$ cat src/rtl/alpha_pixel_shifter.sv
// Alpha-pattern pixel shifter: fetches one pattern byte per character cell
// through a single-entry hold register, serialises it MSB first at the pixel
// rate, and drives the border level outside the active part of a line.
//
// Parameters
//   CHARS       characters per active line (1..255)
//   BORDER_LVL  pixel level driven outside active display
// Ports
//   Clk        in   single clock, all state changes on the rising edge
//   Reset      in   synchronous active-high reset
//   PixEn      in   one-cycle pixel-rate enable
//   LineStart  in   one-cycle pulse that begins (or restarts) an active line
//   AData      in   pattern byte, MSB = leftmost pixel
//   AValid     in   AData valid
//   AReq       out  combinational: shifter can accept a byte this cycle
//   Pixel      out  registered serial pixel
//   Active     out  registered: Pixel carries display data
//   Underrun   out  registered, sticky until Reset: a byte was late
module alpha_pixel_shifter #(
  parameter int unsigned CHARS      = 32,
  parameter logic        BORDER_LVL = 1'b0
) (
  input  logic       Clk,
  input  logic       Reset,
  input  logic       PixEn,
  input  logic       LineStart,
  input  logic [7:0] AData,
  input  logic       AValid,
  output logic       AReq,
  output logic       Pixel,
  output logic       Active,
  output logic       Underrun
);

  localparam int unsigned DATA_W = 8;
  localparam int unsigned CNT_W  = 8;
  localparam int unsigned BIT_W  = 3;

  localparam logic [CNT_W-1:0]  CHARS_C   = CNT_W'(CHARS);
  localparam logic [BIT_W-1:0]  LAST_BIT  = BIT_W'(DATA_W - 1);
  localparam logic [DATA_W-1:0] BORDER_BY = {DATA_W{BORDER_LVL}};

  typedef enum logic [1:0] {
    S_IDLE,
    S_PRIME,
    S_ACTIVE,
    S_DRAIN
  } state_e;

  state_e             state_q,     state_d;
  logic [DATA_W-1:0]  hold_q,      hold_d;
  logic               hold_full_q, hold_full_d;
  logic [DATA_W-1:0]  shift_q,     shift_d;
  logic [BIT_W-1:0]   bit_cnt_q,   bit_cnt_d;
  logic [CNT_W-1:0]   fetch_cnt_q, fetch_cnt_d;
  logic [CNT_W-1:0]   emit_cnt_q,  emit_cnt_d;
  logic               pixel_q,     pixel_d;
  logic               active_q,    active_d;
  logic               underrun_q,  underrun_d;

  logic               in_fetch_state_c;
  logic               xfer_c;
  logic [CNT_W-1:0]   emit_next_c;

  // Byte request: hold empty, line not fully fetched, and in a fetching state.
  assign in_fetch_state_c = (state_q == S_PRIME) || (state_q == S_ACTIVE);
  assign AReq             = !hold_full_q && (fetch_cnt_q < CHARS_C) && in_fetch_state_c;
  assign xfer_c           = AReq && AValid;
  assign emit_next_c      = emit_cnt_q + CNT_W'(1);

  assign Pixel    = pixel_q;
  assign Active   = active_q;
  assign Underrun = underrun_q;

  // State and datapath registers.
  always_ff @(posedge Clk) begin
    if (Reset) begin
      state_q     <= S_IDLE;
      hold_q      <= '0;
      hold_full_q <= 1'b0;
      shift_q     <= '0;
      bit_cnt_q   <= '0;
      fetch_cnt_q <= '0;
      emit_cnt_q  <= '0;
      pixel_q     <= BORDER_LVL;
      active_q    <= 1'b0;
      underrun_q  <= 1'b0;
    end else begin
      state_q     <= state_d;
      hold_q      <= hold_d;
      hold_full_q <= hold_full_d;
      shift_q     <= shift_d;
      bit_cnt_q   <= bit_cnt_d;
      fetch_cnt_q <= fetch_cnt_d;
      emit_cnt_q  <= emit_cnt_d;
      pixel_q     <= pixel_d;
      active_q    <= active_d;
      underrun_q  <= underrun_d;
    end
  end

  // Next-state and datapath logic.
  always_comb begin
    state_d     = state_q;
    hold_d      = hold_q;
    hold_full_d = hold_full_q;
    shift_d     = shift_q;
    bit_cnt_d   = bit_cnt_q;
    fetch_cnt_d = fetch_cnt_q;
    emit_cnt_d  = emit_cnt_q;
    pixel_d     = pixel_q;
    active_d    = active_q;
    underrun_d  = underrun_q;

    // A handshake always lands in the hold register; the state logic below
    // only ever empties the hold when it was already full (no same-cycle
    // accept), so the two never collide.
    if (xfer_c) begin
      hold_d      = AData;
      hold_full_d = 1'b1;
      fetch_cnt_d = fetch_cnt_q + CNT_W'(1);
    end

    unique case (state_q)
      S_IDLE: begin
        pixel_d  = BORDER_LVL;
        active_d = 1'b0;
        if (LineStart) begin
          state_d     = S_PRIME;
          hold_full_d = 1'b0;
          bit_cnt_d   = '0;
          fetch_cnt_d = '0;
          emit_cnt_d  = '0;
        end
      end

      S_PRIME, S_ACTIVE, S_DRAIN: begin
        if (LineStart) begin
          // Restart. A byte handed over in this same cycle was accepted by
          // the source's view of the handshake, so it becomes the first byte
          // of the new line rather than being silently dropped.
          state_d     = S_PRIME;
          hold_full_d = xfer_c;
          bit_cnt_d   = '0;
          fetch_cnt_d = CNT_W'(xfer_c);
          emit_cnt_d  = '0;
          pixel_d     = BORDER_LVL;
          active_d    = 1'b0;
        end else begin
          unique case (state_q)
            S_PRIME: begin
              // PixEn is ignored until the first byte reaches the shifter.
              if (hold_full_q) begin
                shift_d     = hold_q;
                hold_full_d = 1'b0;
                bit_cnt_d   = '0;
                state_d     = S_ACTIVE;
              end
            end

            S_ACTIVE: begin
              if (PixEn) begin
                pixel_d   = shift_q[DATA_W-1];
                shift_d   = {shift_q[DATA_W-2:0], 1'b0};
                bit_cnt_d = bit_cnt_q + BIT_W'(1);
                active_d  = 1'b1;
                if (bit_cnt_q == LAST_BIT) begin
                  emit_cnt_d = emit_next_c;
                  if (emit_next_c == CHARS_C) begin
                    state_d = S_DRAIN;
                  end else if (hold_full_q) begin
                    shift_d     = hold_q;
                    hold_full_d = 1'b0;
                  end else begin
                    // Late byte: show a border-level cell and skip its fetch
                    // slot so later bytes stay aligned with their cells.
                    underrun_d  = 1'b1;
                    shift_d     = BORDER_BY;
                    fetch_cnt_d = fetch_cnt_d + CNT_W'(1);
                  end
                end
              end
            end

            S_DRAIN: begin
              // Last data pixel stays visible until the next pixel slot.
              if (PixEn) begin
                pixel_d  = BORDER_LVL;
                active_d = 1'b0;
                state_d  = S_IDLE;
              end
            end

            default: begin
              state_d = S_IDLE;
            end
          endcase
        end
      end

      default: begin
        state_d = S_IDLE;
      end
    endcase
  end

endmodule

$ cat config.mk
export PLATFORM = sky130hd
export DESIGN_NAME = alpha_pixel_shifter
export DESIGN_NICKNAME = d
export VERILOG_FILES = /design/src/rtl/alpha_pixel_shifter.sv
export SDC_FILE = /design/constraint.sdc
export NUM_CORES = 1
export LEC_CHECK = 0
export CAP_MARGIN = 40
export CORE_AREA = 2 2 104 56
export DETAILED_ROUTE_END_ITERATION = 8
export DIE_AREA = 0 0 106 58
export PLACE_DENSITY = 0.63
export SETUP_SLACK_MARGIN = 0.4
export SYNTH_ARGS = -nofsm -noshare
export SYNTH_HDL_FRONTEND = slang
export SYNTH_SLANG_ARGS = --single-unit
$ cat constraint.sdc
create_clock -name Clk -period 4.2 [get_ports Clk]
set_clock_uncertainty 0.05 [all_clocks]
set_input_delay 0.84 -clock Clk [delete_from_list [all_inputs] [get_ports Clk]]
set_output_delay 0.84 -clock Clk [all_outputs]
set_load 0.005 [all_outputs]
**Word level (Yosys, flattened, before mapping)**

Index checks and enable logic that the tools add are counted.

- Register bits: 41
- Input bits: 13

- Add/subtract/negate cells: 4
- Order comparisons: 1
- Equality and inequality tests: 18
- Mux-type cells: 54
- Bitwise operators: 3
- Reduce and logical (&&, ||, !) cells: 14

Operators with widths:

| kind | count |
|---|---|
| $mux W8 | 18 |
| $pmux W8 S2 | 3 |
| $ne A4 B4 Y1 const B | 7 |
| $add A8 B1 Y8 const B | 3 |
| $mux W2 | 7 |
| $mux W1 | 12 |
| $mux W3 | 4 |
| $pmux W1 S2 | 6 |
| $pmux W3 S2 | 2 |
| $ne A3 B3 Y1 const B | 3 |
| $eq A8 B6 Y1 const B | 1 |
| $lt A8 B6 Y1 const B | 1 |
| $reduce_and A4 Y1 | 2 |
| $reduce_and A7 Y1 | 1 |
| $ne A2 B2 Y1 const B | 3 |
| $pmux W2 S3 | 1 |
| $reduce_and A6 Y1 | 1 |
| $reduce_and A5 Y1 | 1 |
| $eq A2 B2 Y1 const B | 2 |
| $pmux W2 S2 | 1 |
| $add A3 B1 Y3 const B | 1 |
| $eq A3 B3 Y1 const B | 1 |
| $logic_and A1 B1 Y1 | 3 |
| $not A1 Y1 | 3 |
| other kinds (7) | 7 |

**Logic depth before layout (Yosys ltp)**

- Depth after elaboration: 13
- Depth in mapped cells: 9

**Worst setup path after synthesis**

OpenSTA, ideal clock, no wires.

- Path kind: register to register
- Start: register state_q[0]
- End: register fetch_cnt_q[6]
- Library setup time: 70 ps
- Arrival: 2147 ps
- Data required time: 4080 ps
- Setup slack: 1933 ps
- Cell stages (with the launch flop): 9
- Path buffers: 1
- Period minus slack after synthesis: 2267 ps
- Cells stage by stage: dfxtp_1 > inv_1 > ha_1 > clkbuf_1 > nand3_2 > nor3_2 > o2111ai_2 > or3_1 > a21oi_1

- Cells in the longest elaborated chain, start to end: 13
- Elaborated cells on any way between the ends: 18
- Those cells by class: add/sub (1); eq/ne (3); mux (9); reduce/logical (5)

RTL lines:

| item | RTL line | source |
|---|---|---|
| start, declared | 50 | `state_e state_q, state_d;` |
| start signal, assigned | 89 | `state_q <= state_d;` |
| $eq A2 B1 Y1 or $eq A2 B2 Y1 (tied branches) | 66, 124, 150 |  |
| $logic_or A1 B1 Y1 | 66 | `assign in_fetch_state_c = (state_q == S_PRIME) \|\| (state_q == S_ACTIVE);` |
| $logic_and A1 B1 Y1 | 67 | `assign AReq = !hold_full_q && (fetch_cnt_q < CHARS_C) && in_fetch_state_c;` |
| $logic_and A1 B1 Y1 | 68 | `assign xfer_c = AReq && AValid;` |
| $mux W8 | 118 | `if (xfer_c) begin` |
| $add A8 B1 Y8 | 179 | `fetch_cnt_d = fetch_cnt_d + CNT_W'(1);` |
| $mux W8 | 171 | `end else if (hold_full_q) begin` |
| $mux W8 | 169 | `if (emit_next_c == CHARS_C) begin` |
| $mux W8 | 167 | `if (bit_cnt_q == LAST_BIT) begin` |
| $mux W8 | 162 | `if (PixEn) begin` |
| $mux W8 | 150 | `unique case (state_q)` |
| $mux W8 | 138 | `if (LineStart) begin` |
| $pmux W8 S2 * | 124 | `unique case (state_q)` |
| end signal, assigned | 94 | `fetch_cnt_q <= fetch_cnt_d;` |
| end, declared | 55 | `logic [CNT_W-1:0] fetch_cnt_q, fetch_cnt_d;` |

Mark *: on every way between the ends. The rest lies on a longest branch, timed or not.
A chain may end at the register's enable or synchronous reset.

**Worst setup path after layout**

- Start: register state_q[0]
- End: output port AReq

- Cells in the longest elaborated chain, start to end: 3
- Elaborated cells on any way between the ends: 4
- Those cells by class: eq/ne (2); reduce/logical (2)

RTL lines:

| item | RTL line | source |
|---|---|---|
| $eq A2 B1 Y1 or $eq A2 B2 Y1 (tied branches) | 66 |  |
| $logic_or A1 B1 Y1 * | 66 |  |
| $logic_and A1 B1 Y1 * | 67 |  |
| end, declared | 29 | `output logic AReq,` |

Marked as above.

==> reports/metrics.csv <==
stage,metric,value,unit
run_status,outcome,completed,
finish,share of layout cells above drive strength 1,7.51,%
clocking,Bufs on Longest Clock Path,2,
timing,setup TNS,0,ns
run,max capacitance violation total,0,
timing,Tightest Pin Transition,0.728,ns
synth,Yosys reg bits,41,
route,Vias per Instance,5.58,
global_routing,global route overflow,0,
worst_setup_path,worst-path cell chain,"inv_1, ha_1, and2_1, clkdlybuf4s50_1",
floorplan,num rows,19,
clocking,CTS Hold Bufs,0,
timing,Slew headroom,51.4,%
clocking,depth of the CTS H-tree,2,
placed_design,GPL Wtd Cong,0.847,
global_routing,vias in the first global route,1849,
placed_design,post-DP HPWL,3820,um
clocking,clk_lat worst skew,0.29,ns
synth,complex-gate fraction of the synthesized area,24.0,%
synth,total of warnings raised by yosys,0,
worst_setup_path,r2r endpoint,fetch_cnt_q[3]$_SDFF_PP0_,
synth,Cell variety after synth,54,
clocking,Sink Count,41,
synth,top_reg_cell synth,dfxtp_1,
floorplan,# IOs,17,
worst_hold_path,hold path startpoint,Pixel$_SDFFE_PP0P_,
timing,Tcrit/Tclk final,72.5,%
route,ANT nets after route,0,
finish,final non-filler cell area,2600,um^2
finish,fin cells,366,
clocking,root buffer cell,clkbuf_8,
route,1st-pass router iterations,5,
synth,post-synthesis adder-cell area fraction,6.57,%
global_routing,largest net degree at the start of global routing,30,
placed_design,Port-buffer cells,16,
timing,final setup vio count,0,
timing,RSZ-0062 raised after global routing,false,
finish,Diodes inserted,0,
worst_setup_path,crit path capture type,primary output,
worst_setup_path,Worst EP arrival,2.15,ns
finish,"commonest non-fill, non-tap cell in the layout",dfxtp_1,
synth,Post-synth EDFFs,0,
placed_design,Placed Cells,358,
timing,hold slack,0.409,ns
worst_setup_path,worst flop-to-flop path startpoint,state_q[0]$_SDFFE_PP0P_,
pwr,peak supply drop,0.000146,V
synth,Cells after Synth,282,
worst_setup_path,R2R cell count,7,
worst_setup_path,worst endpoint required time,3.31,ns
route,vias,2042,
route,met3 wire length,303,um
floorplan,Core Region,5250,um^2
worst_setup_path,CP startpoint,state_q[0]$_SDFFE_PP0P_,
timing,Pins Over Slew Limit,0,
floorplan,Die X,106,um
worst_hold_path,worst min path class,register to register,
floorplan,die area,6150,um^2
timing,final count of hold timing violations,0,
global_routing,GRT Util Overall,18.4,%
worst_setup_path,CP Launch Type,register,
worst_setup_path,CP max-delay cell,ha_1,
pwr,total power draw,0.866,mW
clocking,post-CTS sizing,0,
route,post-DR wirelength/cell,14.4,um
worst_setup_path,CP Buf/Inv Count,2,
global_routing,first-pass GRT wire length,9090,um
synth,Simple-Gate Fraction of Synth Area,24.6,%
placed_design,placed inst area,2480,um^2
worst_setup_path,flop-to-flop setup slack,1.41,ns
synth,syn nets,307,
clocking,total CTS buffers,5,
route,uppermost layer routed,met4,
worst_setup_path,critical-path maximum fanout,11,
route,final WL,5280,um
finish,most frequent cells in the layout,"dfxtp_1 (41), nand2_1 (32), nor2_1 (31), a21oi_1 (30), clkdlybuf4s50_1 (16)",
synth,mapped cell area,2280,um^2
route,M1 WL,2860,um
synth,Syn Area/Cell,8.10,um^2
finish,nets,317,
floorplan,Initial Util,43.5,%
timing,FMAX,0.328,GHz
synth,register area share after synthesis,35.9,%
clocking,clock slew at reported path FFs,0.08,ns
route,Residual DRC,0,
pwr,Leak Pwr,0.919,nW
clocking,Setup Buffers After CTS,0,
worst_setup_path,Top delay family on crit path,buffers and inverters,
worst_hold_path,hold path depth,2,
route,DR WL met2,2110,um
clocking,CTS tree,built,
synth,largest family of logic cells by synthesized area,simple AND/OR/NAND/NOR gates,
pwr,PD cells,333,nW/um^2
synth,Post-synth ARST share,0,%
synth,mux contribution to synthesized area,0.931,%
worst_setup_path,Worst path max stage delay,0.53,ns
global_routing,initial antenna violation count,0,
route,1st-iter DRT viols,94,
worst_setup_path,WS Path Type,register to primary output,
worst_hold_path,Hold Crit Endpoint,Pixel$_SDFFE_PP0P_,
synth,xor and xnor fraction of the mapped netlist area,3.45,%
timing,Final min period,3.04,ns
finish,Layout area overhead,13.7,%
floorplan,die height,58,um
[kinds of logic (layout without fill, tap and decap cells)]
group                    count (synthesis)  after routing
adder cells (fa/ha/maj)                 12             12
buffers and inverters                   25             36
flip-flops                              41             41
AO/OA/AOI/OAI                           80             80
AND/OR/NAND/NOR                        113            113
XOR/XNOR                                 9              9
multiplexers                             2              2
[worst register-to-register path, delay by kind of cell (launching register included)]
| kind | cells | cell delay [ns] |
|---|---|---|
| buffers and inverters | 1 | 0.15 |
| AND/OR/NAND/NOR | 3 | 0.86 |
| flip-flops | 1 | 0.50 |
| adder cells (fa/ha/maj) | 1 | 0.53 |
| multiplexers | 1 | 0.42 |
| XOR/XNOR | 1 | 0.16 |
[per-layer routing]
metal	vias to the layer above	track usage (%)
met4	0	3.01
met1	938	28.9
met2	50	25.7
met5	-	0
li1	1052	-
met3	2	4.61
[synth_stat cells (3+ instances only)]
master	instances	share of area, %
dfxtp_1	41	36
nand2_1	32	5.3
nor2_1	31	5.1
a21oi_1	30	6.6
nor3_1	15	3.3
clkbuf_1	12	2.0
ha_1	12	6.6
inv_1	11	1.8
o21ai_0	11	2.4
a221oi_1	7	2.7
xnor2_1	6	2.3
nand3_1	5	1.1
or3_1	5	1.4
a31oi_1	4	1.1
nand4_1	4	1.1
and3_1	3	0.82
nor4_1	3	0.82
o31a_1	3	1.2
xor2_1	3	1.2
[flip-flops by register name, indices dropped and copies added (netlist names)]
| register | flops |
|---|---|
| Pixel | 1 |
| Underrun | 1 |
| hold_q | 8 |
| hold_full_q | 1 |
| state_q | 2 |
| emit_cnt_q | 8 |
| fetch_cnt_q | 8 |
| shift_q | 8 |
| bit_cnt_q | 3 |
| Active | 1 |
[worst max-delay path by stage]
| stage | endpoint | slack [ns] | cells after the start |
|---|---|---|---|
| floorplan | fetch_cnt_q[6]$_SDFF_PP0_ | 1.93 | 8 |
| global placement | emit_cnt_q[4]$_SDFFE_PP0P_ | 1.12 | 6 |
| detailed placement | emit_cnt_q[4]$_SDFFE_PP0P_ | 1.05 | 6 |
| CTS | AReq | 1.16 | 4 |
| global route | AReq | 1.04 | 4 |
| finish | AReq | 1.16 | 4 |
[per-stage QoR]
| step | setup slack, ns | util (%) |
|---|---|---|
| 4_1_cts | 1.16 | 49.5 |
| 3_5_place_dp | 1.05 | 47.2 |
| 2_1_floorplan | 1.93 | - |
| 6_report | 1.16 | 49.5 |
| 5_1_grt | 1.04 | 49.5 |
| 3_3_place_gp | 1.12 | 47.2 |
[power breakdown]
group	internal, mW	switching [mW]	leakage (nW)
Sequential	0.402	0.0136	0.332
Combinational	0.0496	0.0751	0.529
Clock	0.194	0.132	0.0585
Total	0.645	0.221	0.919
[final cells by class]
cell class	count	area, um^2
inverters	11	41.3
multi-input cells	216	1360
repair buffers	17	168
well taps	73	91.3
fillers	502	2660
clock inverters	1	30.0
clock buffers	7	86.3
flip-flops and latches	41	821
Power figures use the tool's default switching activity.
